[src/rtl/imm_pkg.sv]
// Shared definitions for the RISC-V immediate encoder: format selector,
// field-width constants and the signed-fit helper.
package imm_pkg;

  typedef enum logic [2:0] {
    IMM_I   = 3'd0,
    IMM_S   = 3'd1,
    IMM_SB  = 3'd2,
    IMM_U   = 3'd3,
    IMM_UJ  = 3'd4,
    IMM_RAW = 3'd5
  } imm_fmt_t;

  localparam int IMM_W   = 64;
  localparam int INSTR_W = 32;

  // Highest immediate bit that still carries information for each format;
  // everything from this bit up must be a pure sign extension.
  localparam int I_MSB   = 11;
  localparam int S_MSB   = 11;
  localparam int SB_MSB  = 12;
  localparam int U_MSB   = 31;
  localparam int UJ_MSB  = 20;
  localparam int RAW_MSB = 31;

  localparam int U_ALIGN_W = 12;

  // 1 iff imm[63:msb] are all equal (imm fits in msb+1 signed bits).
  function automatic logic fits_signed(input logic [IMM_W-1:0] imm, input int msb);
    logic [IMM_W-1:0] top;
    top = $signed(imm) >>> msb;
    return (top == '0) || (top == '1);
  endfunction

endpackage

[src/rtl/imm_pack.sv]
// Combinational packer: scatters a signed immediate into the instruction
// fields of the selected format and reports whether it is representable.
module imm_pack
  import imm_pkg::*;
(
  input  logic [2:0]         sel,
  input  logic [IMM_W-1:0]   imm,
  input  logic [INSTR_W-1:0] base,
  output logic [INSTR_W-1:0] instr,
  output logic               legal
);

  always_comb begin
    instr = base;
    legal = 1'b0;
    case (sel)
      IMM_I: begin
        instr[31:20] = imm[11:0];
        legal        = fits_signed(imm, I_MSB);
      end
      IMM_S: begin
        instr[31:25] = imm[11:5];
        instr[11:7]  = imm[4:0];
        legal        = fits_signed(imm, S_MSB);
      end
      IMM_SB: begin
        instr[31]    = imm[12];
        instr[7]     = imm[11];
        instr[30:25] = imm[10:5];
        instr[11:8]  = imm[4:1];
        legal        = fits_signed(imm, SB_MSB) && !imm[0];
      end
      IMM_U: begin
        instr[31:12] = imm[31:12];
        legal        = fits_signed(imm, U_MSB) && (imm[U_ALIGN_W-1:0] == '0);
      end
      IMM_UJ: begin
        instr[31]    = imm[20];
        instr[19:12] = imm[19:12];
        instr[20]    = imm[11];
        instr[30:21] = imm[10:1];
        legal        = fits_signed(imm, UJ_MSB) && !imm[0];
      end
      // Selectors 5..7 replace the whole word; the template is ignored.
      default: begin
        instr = imm[31:0];
        legal = fits_signed(imm, RAW_MSB);
      end
    endcase
  end

endmodule

[src/rtl/imm_encoder.sv]
// Two-stage immediate encoder: stage 1 captures the request, stage 2 holds
// the packed word and error flag; illegal requests bump a saturating counter.
module imm_encoder
  import imm_pkg::*;
#(
  parameter bit DROP_ILLEGAL = 1'b0,
  parameter int ERR_CNT_W    = 8
) (
  input  logic                 clk,
  input  logic                 reset_n,
  input  logic                 in_valid,
  output logic                 in_ready,
  input  logic [2:0]           in_sel,
  input  logic [IMM_W-1:0]     in_imm,
  input  logic [INSTR_W-1:0]   in_base,
  output logic                 out_valid,
  input  logic                 out_ready,
  output logic [INSTR_W-1:0]   out_instr,
  output logic                 out_err,
  output logic [ERR_CNT_W-1:0] err_count
);

  // Handshake: a request transfers when in_valid && in_ready, a result when
  // out_valid && out_ready. Both stages shift together whenever the output
  // register is empty or being drained, so in_ready depends only on the
  // output side and a held result never changes.
  logic                 w_adv;
  logic                 r_s1_valid;
  logic [2:0]           r_s1_sel;
  logic [IMM_W-1:0]     r_s1_imm;
  logic [INSTR_W-1:0]   r_s1_base;
  logic [INSTR_W-1:0]   w_pack_instr;
  logic                 w_pack_legal;
  logic                 w_s1_illegal;
  logic                 r_out_valid;
  logic [INSTR_W-1:0]   r_out_instr;
  logic                 r_out_err;
  logic [ERR_CNT_W-1:0] r_err_count;

  assign w_adv    = !r_out_valid || out_ready;
  assign in_ready = w_adv;

  always_ff @(posedge clk or negedge reset_n) begin
    if (!reset_n) begin
      r_s1_valid <= 1'b0;
      r_s1_sel   <= '0;
      r_s1_imm   <= '0;
      r_s1_base  <= '0;
    end else if (w_adv) begin
      r_s1_valid <= in_valid;
      if (in_valid) begin
        r_s1_sel  <= in_sel;
        r_s1_imm  <= in_imm;
        r_s1_base <= in_base;
      end
    end
  end

  // Legality is evaluated from the registered request alongside the packing,
  // so a single packer serves both the range check and the encoding.
  imm_pack u_pack (
    .sel   (r_s1_sel),
    .imm   (r_s1_imm),
    .base  (r_s1_base),
    .instr (w_pack_instr),
    .legal (w_pack_legal)
  );

  assign w_s1_illegal = r_s1_valid && !w_pack_legal;

  always_ff @(posedge clk or negedge reset_n) begin
    if (!reset_n) begin
      r_out_valid <= 1'b0;
      r_out_instr <= '0;
      r_out_err   <= 1'b0;
    end else if (w_adv) begin
      r_out_valid <= r_s1_valid && (w_pack_legal || !DROP_ILLEGAL);
      r_out_err   <= w_s1_illegal && !DROP_ILLEGAL;
      if (r_s1_valid) begin
        r_out_instr <= w_pack_instr;
      end
    end
  end

  always_ff @(posedge clk or negedge reset_n) begin
    if (!reset_n) begin
      r_err_count <= '0;
    end else if (w_adv && w_s1_illegal && (r_err_count != {ERR_CNT_W{1'b1}})) begin
      r_err_count <= r_err_count + ERR_CNT_W'(1);
    end
  end

  assign out_valid = r_out_valid;
  assign out_instr = r_out_instr;
  assign out_err   = r_out_err;
  assign err_count = r_err_count;

endmodule
[config.mk]
export PLATFORM = sky130hd
export DESIGN_NAME = imm_encoder
export DESIGN_NICKNAME = d
export VERILOG_FILES = /design/src/rtl/imm_pkg.sv /design/src/rtl/imm_pack.sv /design/src/rtl/imm_encoder.sv
export SDC_FILE = /design/constraint.sdc
export NUM_CORES = 1
export LEC_CHECK = 0
export CORE_AREA = 2 2 111 166
export CTS_BUF_LIST = sky130_fd_sc_hd__clkbuf_4
export CTS_CLUSTER_SIZE = 12
export DETAILED_ROUTE_END_ITERATION = 8
export DIE_AREA = 0 0 113 168
export HOLD_SLACK_MARGIN = 0.08
export PLACE_DENSITY_LB_ADDON = 0.05
export SLEW_MARGIN = 20
export SYNTH_ARGS = -nofsm -noshare
export SYNTH_HDL_FRONTEND = slang
export SYNTH_SLANG_ARGS = --single-unit
[constraint.sdc]
create_clock -name clk -period 2.8 [get_ports clk]
set_input_delay 0.42 -clock clk [delete_from_list [all_inputs] [get_ports clk]]
set_output_delay 0.42 -clock clk [all_outputs]
set_load 0.005 [all_outputs]
==> Word level (Yosys, flattened, before mapping) <==
Index checks and enable logic that the tools add are counted.
{ "classes": {"eq_ne": 9, "reduce_logical": 27, "addsub": 1, "muxes": 6} }
{ "ops": {"columns": ["op", "n"], "rows": [
  ["64-bit equality test (second input constant)", 4],
  ["64-bit zero test", 4],
  ["5-bit one-hot mux with 3 select lines", 2],
  ["7-bit one-hot mux with 3 select lines", 1],
  ["12-bit zero test", 1],
  ["8-bit by 1-bit adder with 8-bit output (second input constant)", 1],
  ["8-bit 2-to-1 mux", 1],
  ["8-bit != test (second input constant)", 1],
  ["7-bit 2-to-1 mux", 1],
  ["3-bit by 2-bit equality test with 1-bit output (second input constant)", 2],
  ["1-bit logical AND", 6],
  ["3-bit OR reduction", 2],
  ["1-bit logical OR", 5],
  ["5-bit OR reduction", 1],
  ["1-bit one-hot mux with 4 select lines", 1],
  ["2-bit AND reduction", 2],
  ["2-bit OR reduction", 2],
  ["3-bit by 1-bit equality test with 1-bit output (second input constant)", 1],
  ["3-bit equality test (second input constant)", 1],
  ["1-bit zero test", 3],
  ["3-bit zero test", 1]
]} }
{ "word_totals": {"wordCells": 51, "reg_bits": 135, "output_inout_bits": 43, "in_bits": 103} }

==> Longest topological paths before layout <==
Gate-level depths: netlist of run 1.
{ "logic_depth": {"ltp_word": 8, "ltp_mapped": 8, "depth_no_buf": 7} }

==> Modules after synthesis <==
A second synthesis of run 1 with hierarchy kept.
{ "hier_totals": {"cells_unflattened": 506, "hier_area_um2": 6612.6} }
{ "modules_own_cells": {"columns": ["module", "cells_per_inst", "area_each_um2", "seq_area_each_um2", "n_inst"], "rows": [
  ["imm_encoder", 322, 5476.5, 3553.4, 1],
  ["imm_pack", 184, 1136.1, 0.0, 1]
]} }

==> Worst setup path before layout of run 1 <==
OpenSTA, ideal clock, no wires.
{ "synth_timing": {"path_type": "flip-flop to flip-flop", "from": "reg r_s1_imm[31]", "to": "reg r_err_count[1], in the netlist err_count[1]", "required_time_ps": 2675, "path_buffers": 0, "path_stages_with_launch": 8, "path_slack_ps": 437, "synth_period_minus_slack_ps": 2363, "setup_time_ps": 125, "arrival_time_ps": 2238, "cell_sequence": "dfrtp_1 -> nor4_1 -> nand4_1 -> or4_1 -> o211a_1 -> o21ai_4 -> or2_4 -> mux2_4"} }
{ "synth_between": {"elab_chain_cells": 8, "elab_cells_between_ends": 20, "cone_classes": "eq/ne (4); mux (1); reduce/logical (15)"} }
{ "synth_lines": {"columns": ["element", "line_no", "rtl"], "rows": [
  ["start, declared", "imm_encoder.sv:30", "logic [IMM_W-1:0] r_s1_imm;"],
  ["start signal, assigned", "imm_encoder.sv:53", "r_s1_imm <= in_imm;"],
  ["64-bit equality test or 64-bit zero test (tied branches)", "imm_pkg.sv:32", "return (top == '0) || (top == '1);"],
  ["1-bit logical OR", "imm_pkg.sv:32", null],
  ["1-bit logical AND, on equally long branches", "imm_pack.sv:42, imm_pack.sv:31, imm_pack.sv:35", null],
  ["1-bit one-hot mux with 4 select lines (*)", "imm_pack.sv:16", "case (sel)"],
  ["1-bit zero test (*)", "imm_encoder.sv:69", "assign w_s1_illegal = r_s1_valid && !w_pack_legal;"],
  ["1-bit logical AND (*)", "imm_encoder.sv:69", null],
  ["1-bit logical AND (*) (2 in series)", "imm_encoder.sv:88", "end else if (w_adv && w_s1_illegal && (r_err_count != {ERR_CNT_W{1'b1}})) begin"],
  ["end signal, assigned", "imm_encoder.sv:89", "r_err_count <= r_err_count + ERR_CNT_W'(1);"],
  ["end, declared", "imm_encoder.sv:38", "logic [ERR_CNT_W-1:0] r_err_count;"]
]} }
Mark *: on every way between the ends. The rest lies on a longest branch, timed or not.
A chain may end at the register's enable or synchronous reset.

==> Worst setup path in the final report of run 1 <==
{ "layout_timing": {"from": "reg r_s1_imm[48]", "to": "reg r_err_count[1], in the netlist err_count[1]"} }
Same word-level chain as after synthesis.

==> results of run 1 <==
cells by family (layout without fill, tap and decap cells):
family                   after synthesis  count (layout)
adder cells (fa/ha/maj)                1               1
buffers and inverters                 33             197
XOR/XNOR                               6               6
multiplexers                         110             110
AO/OA/AOI/OAI                         80              80
flip-flops                           135             135
AND/OR/NAND/NOR                      150             150
other                                  0               4
registers in the layout (all words and copies together) (netlist names):
signal	count
r_s1_sel	3
out_valid	1
r_s1_base	25
out_err	1
r_s1_imm	64
err_count	8
r_s1_valid	1
out_instr	32
cells in the mapped netlist, types with 5 or more instances:
library cell	instances	area, µm²
sky130_fd_sc_hd__dfrtp_1	135	3378
sky130_fd_sc_hd__mux2_2	93	1047
sky130_fd_sc_hd__nand2_1	53	198.9
sky130_fd_sc_hd__o21ai_0	35	175.2
sky130_fd_sc_hd__nor2_1	34	127.6
sky130_fd_sc_hd__clkbuf_1	22	82.58
sky130_fd_sc_hd__mux2i_1	16	160.2
sky130_fd_sc_hd__a21oi_1	13	65.06
sky130_fd_sc_hd__nand4_1	13	81.33
sky130_fd_sc_hd__nor4_1	12	75.07
sky130_fd_sc_hd__nand3_1	8	40.04
sky130_fd_sc_hd__nor3_1	7	35.03
sky130_fd_sc_hd__o22ai_1	7	43.79
sky130_fd_sc_hd__a31oi_1	6	37.54
sky130_fd_sc_hd__inv_1	6	22.52
sky130_fd_sc_hd__nand2b_1	6	37.54
sky130_fd_sc_hd__xor2_1	5	43.79
critical path, delay by kind of cell, from the launching register on:
family | cells | cell delay (ns)
simple gates | 4 | 1.28
compound gates | 2 | 0.53
mux | 1 | 0.29
flops | 1 | 0.42
per-stage QoR:
| stage | std cells | power [mW] | area (µm²) |
|---|---|---|---|
| floorplan | 515 | 3.592 | 6033 |
| global placement | 868 | 4.602 | 7810 |
| detailed placement | 868 | 4.639 | 7810 |
| CTS | 896 | 5.834 | 8049 |
| global route | 900 | 6.127 | 8059 |
| finish | 900 | 5.728 | 8059 |
final cells by class:
cell class                      instances  area [µm²]  area share [%]
Antenna cell                            4       10.01          0.1242
Inverter                                6       22.52          0.2795
Tap cell                              217       271.5           3.369
Clock inverter                          8       86.33           1.071
Multi-Input combinational cell        347        2517           31.24
Timing Repair Buffer                  164        1630           20.23
Clock buffer                           19       142.6           1.770
Sequential cell                       135        3378           41.92
what timing repair did:
action | in CTS | in global routing
endpoints found under the hold margin | 135 | 0
hold buffers | 1 | 0
buffers inserted | 0 | 0
endpoints found under the setup margin | 0 | 0
worst min path at each step:
stage                 start  cells past startpoint  slack [ns]      endpoint
floorplan           reset_n                      0        0.12  err_count[0]
global placement    reset_n                      1        0.26  err_count[2]
detailed placement  reset_n                      1        0.26  err_count[2]
CTS                 reset_n                      2        0.22  err_count[2]
global route        reset_n                      2        0.24  err_count[2]
finish              reset_n                      2        0.27  err_count[2]
cell usage in the layout, fill, tap and decap left out, types with 2 or more instances in the layout:
cell and count:
sky130_fd_sc_hd__nor3_1 7, sky130_fd_sc_hd__nor4_2 2, sky130_fd_sc_hd__nand3_1 8, sky130_fd_sc_hd__a31oi_1 6, sky130_fd_sc_hd__bufinv_16 2, sky130_fd_sc_hd__o22ai_1 7, sky130_fd_sc_hd__o31ai_1 4, sky130_fd_sc_hd__a22oi_1 4
sky130_fd_sc_hd__clkdlybuf4s50_1 137, sky130_fd_sc_hd__inv_1 6, sky130_fd_sc_hd__and3_1 2, sky130_fd_sc_hd__clkinv_1 3, sky130_fd_sc_hd__xor2_1 5, sky130_fd_sc_hd__mux2_2 93, sky130_fd_sc_hd__a221oi_1 2, sky130_fd_sc_hd__or4_1 4
sky130_fd_sc_hd__nand2_1 52, sky130_fd_sc_hd__nand3b_1 2, sky130_fd_sc_hd__nor2_1 34, sky130_fd_sc_hd__mux2i_1 16, sky130_fd_sc_hd__buf_12 4, sky130_fd_sc_hd__o21ai_0 35, sky130_fd_sc_hd__nor4_1 12, sky130_fd_sc_hd__clkbuf_4 19
sky130_fd_sc_hd__dfrtp_1 135, sky130_fd_sc_hd__nand4_1 13, sky130_fd_sc_hd__nor4b_1 2, sky130_fd_sc_hd__a21oi_1 13, sky130_fd_sc_hd__buf_4 21, sky130_fd_sc_hd__nand2b_1 6, sky130_fd_sc_hd__clkinv_2 3, sky130_fd_sc_hd__diode_2 4
sky130_fd_sc_hd__and2_1 2
per-layer routing:
layer	global-route usage [%]	vias up	wire [µm]
met2	32.26	116	8929
li1	-	2171	-
met5	0	-	0
met4	6.098	0	318
met3	5.004	21	854
met1	19.64	2197	6077
power by group through the flow:
stage	logic, mW	registers, mW	clock network, mW
finish	1.76	2.80	1.17
global route	1.94	2.88	1.31
CTS	1.79	2.81	1.23
detailed placement	1.79	2.85	0
global placement	1.77	2.84	0
floorplan	0.850	2.74	0
==> reports/summary.md, run 1 <==
The final reports fail on design-rule violations. The cell count after synthesis came out at 515. The average wire length per cell after detail routing was 17.98 µm. The die is 113 µm wide.

Summing the areas of all compound-gate instances in the mapped netlist gives 8.150% of the synthesized area. The final count of pins violating max slew was 0; the tightest slew margin relative to the limit was 68.87%. Via count of the first global-routing pass: 4635. Summed over all nets, the half-perimeter wirelength after detailed placement is 12200 µm. After synthesis the netlist holds a flip-flop and latch count of 135. Dividing total power by cell area gives a power density of 710.8 nW/µm². The critical path launch point was r_s1_imm[48].

The internal power of the cells totals 3.980 mW. In this run the critical register-to-register path is launched from r_s1_imm[48]. For the routability congestion estimate from global placement, the log shows 0.7885.

The final cycle utilization of the critical path came out at 93.35%. In this run, the combinational gates consume 30.7% of the power. The floorplan has 60 rows. The post-synthesis share of cell area spent on full adders, half adders and majority gates came out at 0.2074%. The tools report the initial detailed-routing violation count as 279. The tools report the H-tree depth as 4.

Number of enable-type register cells in the synthesized netlist: 0. The floorplan step set the die height to 168 µm. Setup slack closes at 0.1863 ns. The kind of critical path is flip-flop to flip-flop. The worst reg-to-reg path cell count was 7; the count of warnings emitted by yosys was 0. Hold is met by 0.2658 ns.

The I/O pin count was 146. In this run the register-to-register setup slack is 0.19 ns. Maximum single-stage delay on the critical path: 0.60 ns. Remaining global-route overflow: 0. Max-cap check violation count: 0. The utilization of the core after routing was 45.49%; the number of antenna violations at the first check in global routing was 1. The worst setup path is launched from a flip-flop. The worst-case vdd ir drop was 260.0 µV. Static timing analysis puts the maximum clock frequency at 382.6 MHz.

Maximum number of pins on one net before global-route repair: 85. For this design the total switching power over the nets is 1.748 mW. For the finished layout, the period the worst path requires is 2.614 ns.

Detailed routing inserted a total of 4505 vias. Termination of the worst setup path: err_count[1]. Sequential elements use 55.99% of the synthesized area. The number of inserted filler cells in the final layout came out at 1713. The average size of a mapped cell was 11.72 µm²; the post-cts sizing count was 0. Standard cell with the maximum stage delay on the critical path: sky130_fd_sc_hd__or4_1.

The cell sitting at the root of the clock tree is a sky130_fd_sc_hd__clkbuf_4. Adding up every negative setup slack in the final design gives 0 ns. For the worst setup path, the data arrival time is 3.04 ns.

Of all nets on the critical path, the largest fanout is 3. The number of nets in the synthesized netlist is 619. The tightest min-delay check is of the input pin to asynchronous set/reset pin type. STA classifies the critical path endpoint as a flip-flop. In the synthesized netlist the dominant register cell turns out to be sky130_fd_sc_hd__dfrtp_1. The total number of nets in the final design is 775, and the transition at the pin with the smallest max-transition slack is 0.4669 ns.

The clock arrives with 0.01251 ns of skew. Count of cell types in the netlist: 44. The run gives 2 as the number of buffers on the longest clock path. In this run the standard cell core region covers 17720 µm². The sequential share of power came out at 48.9%. The count of input and output buffers was 138. The later pin in the worst-skew pair is clocked with a latency of 0.53 ns. The post-synthesis mux area share came out at 20.26%. The starting utilization of the core area was 34.05%.

For this block, the routed nets add up to 16180 µm of wire. TritonCTS built the clock tree. The post-route netlist has 22.39% of its cells at a drive strength greater than 1. For this design the static power due to leakage is 3.345 nW. The endpoint identified for the worst register-to-register timing path is err_count[1]. STA puts the critical path data required time at 3.23 ns. Clock tree synthesis found a total of 135 sinks.

Setup violations remaining at the end of the flow were counted as 0. The first global-routing pass estimated 25510 µm of wire. After Yosys synthesis, XOR and XNOR cells account for 0.8710% of the synthesized area. Counting the buffers created by CTS gives 17. Global-route usage over all layers: 17.73%. The clock network burns 20.4% of the power. The number of remaining DRC errors was 9; the switching share of power was 30.52%.

Setup repair after global routing left no endpoint under its margin. The remaining number of nets flagged by the antenna check after routing is 0. The run finished, with violations left.

Traced cell by cell, the critical path runs through nor4_2, nand4_1, or4_1, o211a_1, o21ai_4, or2_4, mux2_4. The run gives 0 as the number of hold violations in the final report. OpenSTA, run right after detailed placement, puts the worst setup slack at 0.1605 ns. Counting flops with an async set or reset pin after synthesis yields a share of 100.0%. The die covers 18980 µm². In this run the cell area of the synthesized design comes to 6033 µm². Clock-pin slew was measured on the worst setup and hold paths at 0.11 ns.

The fraction of the mapped netlist area in simple logic gates was 12.11%. From synthesis to final layout, the design area changed by 33.58%. Main combinational cell family by area after synthesis: multiplexers. The detailed-routing iteration count for the pre-antenna-repair pass was 6; the per-cell via count in the routed design was 5.006.
Note: power is estimated with default switching activity, not from simulation.
==> run 2, diff against run 1 <==
--- a/config.mk
+++ b/config.mk
@@ -5,13 +5,13 @@
 export SDC_FILE = /design/constraint.sdc
 export NUM_CORES = 1
 export LEC_CHECK = 0
-export CORE_AREA = 2 2 111 166
+export CORE_AREA = 2 2 98 147
 export CTS_BUF_LIST = sky130_fd_sc_hd__clkbuf_4
-export CTS_CLUSTER_SIZE = 12
+export CTS_CLUSTER_SIZE = 10
 export DETAILED_ROUTE_END_ITERATION = 8
-export DIE_AREA = 0 0 113 168
+export DIE_AREA = 0 0 100 149
 export HOLD_SLACK_MARGIN = 0.08
-export PLACE_DENSITY_LB_ADDON = 0.05
+export PLACE_DENSITY_LB_ADDON = 0.25
 export SLEW_MARGIN = 20
 export SYNTH_ARGS = -nofsm -noshare
 export SYNTH_HDL_FRONTEND = slang
==> run 2 against run 1 <==
Compared with the run above: the run now ends clean; sequential share of layout area grew 0.64 points; flip-flop and latch count did not move; routed wire length is 9.6% lower; critical endpoint unchanged.
==> reports/summary.md, run 2 (synthesis gave the netlist of run 1 again) <==
The flip-flop count of the largest register, all copies and words added works out to 64 (unchanged). The detailed-route via count was 4536 (+0.69%); the via count of the first global-routing pass was 4633 (-0.043%). The average wire length per cell after detail routing is 17.45 µm (-2.9%). The run gives 2.88 ns (-0.16 ns) as the arrival time of data at the critical path endpoint.

The clock group share of total power is 22.5% (+2.1 points), and the remaining global-route overflow is 0 (unchanged). The number of buffers on the longest clock path came out at 2 (unchanged). The number of hold violations in the final report came out at 0 (unchanged). The met1 layer wirelength in the final routing is 5604 µm (-7.8%), and the final hold slack is 0.4320 ns (+0.1662 ns). The run gives 0.34 ns (+0.16 ns) as the register-to-register setup slack. STA classifies the critical path endpoint as a flip-flop. The flow ran to the end, and the final reports show no timing, DRC or antenna violations.

The switching share of power works out to 30.48% (-0.041 points). The worst endpoint required time was 3.22 ns (about the same); the worst-case clock skew was 0.01723 ns (+0.004717 ns). The net switching power figure was 1.769 mW (+1.2%). The post-route setup TNS was 0 ns (unchanged).

The logs give 0.8410 (+6.7%) for the routability congestion estimate from global placement and 0 (unchanged) for the number of setup violations in the final report. The logs give 53 (-12%) for the number of rows created at floorplan and 14620 µm (-9.6%) for the total length of routed wires. Root buffer selected by CTS: sky130_fd_sc_hd__clkbuf_4.

I/O pin count: 146 (unchanged). The transition at the pin with the smallest max-transition slack was 0.5990 ns (+0.1321 ns); the power density normalized to cell area was 731.2 nW/µm² (+2.9%). The final cycle utilization of the critical path is 87.78% (-5.6 points), and the clock period minus final worst setup slack is 2.458 ns (-0.1557 ns). The hold buffer count at cts was 1 (unchanged); the worst setup slack after layout was 0.3420 ns (+0.1557 ns). Post-placement setup slack: 0.3252 ns (+0.1648 ns).

For the sequential share of power, the log shows 48.6% (-0.3 points). After detailed routing, no signal wire sits above met4. Post-cts sizing count: 0 (unchanged). The register with the most flip-flops in the final layout is r_s1_imm.

The number of remaining DRC errors was 0 (-9); the area of the placeable core was 13790 µm² (-22%). Leaving out fill and tap cells, the most frequent cells in the layout are sky130_fd_sc_hd__clkdlybuf4s50_1 (137), sky130_fd_sc_hd__dfrtp_1 (135), sky130_fd_sc_hd__mux2_2 (93). The clock transition at the registers of the reported paths was 0.12 ns (about the same). Clock buffer count from CTS: 17 (unchanged). The worst reg-to-reg path cell count is 7 (unchanged), and the detailed-routing iteration count for the pre-antenna-repair pass is 4 (-2). Endpoint of the worst register-to-register path: err_count[1]. Setup repair after global routing left no endpoint under its margin. The die extent in x is 100 µm (-12%), and the amount of wire on met2 after detailed routing is 7787 µm (-13%).

For the clock network latency to the later pin of the worst-skew pair, the log shows 0.52 ns (about the same). TritonCTS built the clock tree. The tools report the internal power as 4.035 mW (+1.4%). The max-cap check violation count is 0 (unchanged). The worst setup path is launched from a flip-flop. The run gives 4 (unchanged) as the H-tree depth. The most common library cell in the layout ignoring fill and taps was sky130_fd_sc_hd__clkdlybuf4s50_1.

In this run the critical register-to-register path is launched from r_s1_imm[31]. The per-cell via count in the routed design was 5.413 (+8.1%). The run gives 0 (unchanged) as the final count of pins violating max slew. The tightest min-delay check is of the input pin to asynchronous set/reset pin type. The fraction of layout cells with a size suffix above 1 is 21.88% (-0.51 points), and the first-pass GRT wire length is 23480 µm (-8.0%). For the maximum number of pins on one net before global-route repair, the log shows 94 (+11%). The tools report the initial detailed-routing violation count as 173 (-38%). The proportion of power drawn by combinational gates was 28.9% (-1.8 points).

Worst-case vdd ir drop: 307.2 µV (+18%). The placed wire-length estimate after detailed placement came out at 10740 µm (-12%). The die area was 14900 µm² (-22%); the number of setup buffers added after CTS was 0 (unchanged). The number of clock sinks was 135 (unchanged); the number of antenna violations at the first check in global routing was 0 (-1). The tightest slew margin relative to the limit came out at 60.06% (-8.8 points). Kind of critical path: flip-flop to flip-flop.

The logs give 3.304 nW (-1.2%) for the static leakage and 20.60% (+2.9 points) for the global-route usage over all layers. The area added between synthesis and finish was 31.56%; the count of input and output buffers was 138 (unchanged). For the maximum clock rate, the log shows 406.8 MHz (+6.3%).

The logs give 894 µm (+4.7%) for the wire length on met3 and 764 (-1.4%) for the total number of nets in the final design. The die extent in y is 149 µm (-11%), and the starting utilization of the core area is 43.74% (+9.7 points). The largest fanout on the critical path came out at 4 (+1). The run gives 0 (unchanged) as the remaining number of nets flagged by the antenna check after routing.
[run 2: changes by cell type in the layout (fill, tap and decap cells not counted)]
cell,previous run,this run
sky130_fd_sc_hd__diode_2,4,1
sky130_fd_sc_hd__bufinv_16,2,3
sky130_fd_sc_hd__clkinv_2,3,5
sky130_fd_sc_hd__clkinv_1,3,1
sky130_fd_sc_hd__clkinv_4,0,3
sky130_fd_sc_hd__clkbuf_4,19,17
sky130_fd_sc_hd__clkinvlp_4,0,2
sky130_fd_sc_hd__buf_12,4,2
sky130_fd_sc_hd__buf_4,21,12
[run 2: worst max-delay path by stage]
stage	from	end	slack, ns	cells after the start
after floorplan	r_s1_imm[31]	err_count[1]	0.44	7
after global placement	r_s1_imm[43]	err_count[1]	0.33	7
after detailed placement	r_s1_imm[31]	err_count[1]	0.33	7
after CTS	r_s1_imm[48]	err_count[1]	0.32	7
after global routing	r_s1_imm[31]	err_count[5]	0.19	8
final	r_s1_imm[31]	err_count[1]	0.34	7
[run 2: through the flow]
stage / instances / power, mW / cell area (µm²) / util, %
2_1_floorplan: 515 / 3.592 / 6033 / -
3_3_place_gp: 805 / 4.493 / 7637 / 55.37
3_5_place_dp: 805 / 4.557 / 7637 / 55.37
4_1_cts: 837 / 5.883 / 7935 / 57.53
5_1_grt: 837 / 6.181 / 7935 / 57.53
6_report: 838 / 5.804 / 7938 / 57.55
[run 2: power groups by stage]
stage                     Clock, mW  Combinational [mW]  Sequential, mW
after floorplan                   0               0.850            2.74
after global placement            0                1.65            2.84
after detailed placement          0                1.69            2.87
after CTS                      1.36                1.70            2.83
after global routing           1.44                1.85            2.89
final                          1.31                1.68            2.82
[run 2: metal layers]
metal	vias to the layer above	GRT usage [%]
met5	-	0
met4	0	7.329
met3	24	5.764
met2	148	36.45
met1	2222	23.69
li1	2142	-
[run 2: final cells by class]
cell class / count / area [µm²]
Inverter: 6 / 22.52
Antenna cell: 1 / 2.502
Clock buffer: 17 / 127.6
Sequential cell: 135 / 3378
Clock inverter: 14 / 160.2
Multi-Input combinational cell: 347 / 2517
Timing Repair Buffer: 153 / 1523
Fill cell: 1209 / 5856
Tap cell: 165 / 206.4
[run 2: worst max-delay path, cell delays in order, from the launching register on]
cell	delay [ns]
sky130_fd_sc_hd__dfrtp_1	0.45
sky130_fd_sc_hd__nor4_1	0.30
sky130_fd_sc_hd__nand4_1	0.14
sky130_fd_sc_hd__or4_1	0.58
sky130_fd_sc_hd__o211a_1	0.28
sky130_fd_sc_hd__o21ai_4	0.18
sky130_fd_sc_hd__or2_4	0.16
sky130_fd_sc_hd__mux2_4	0.29
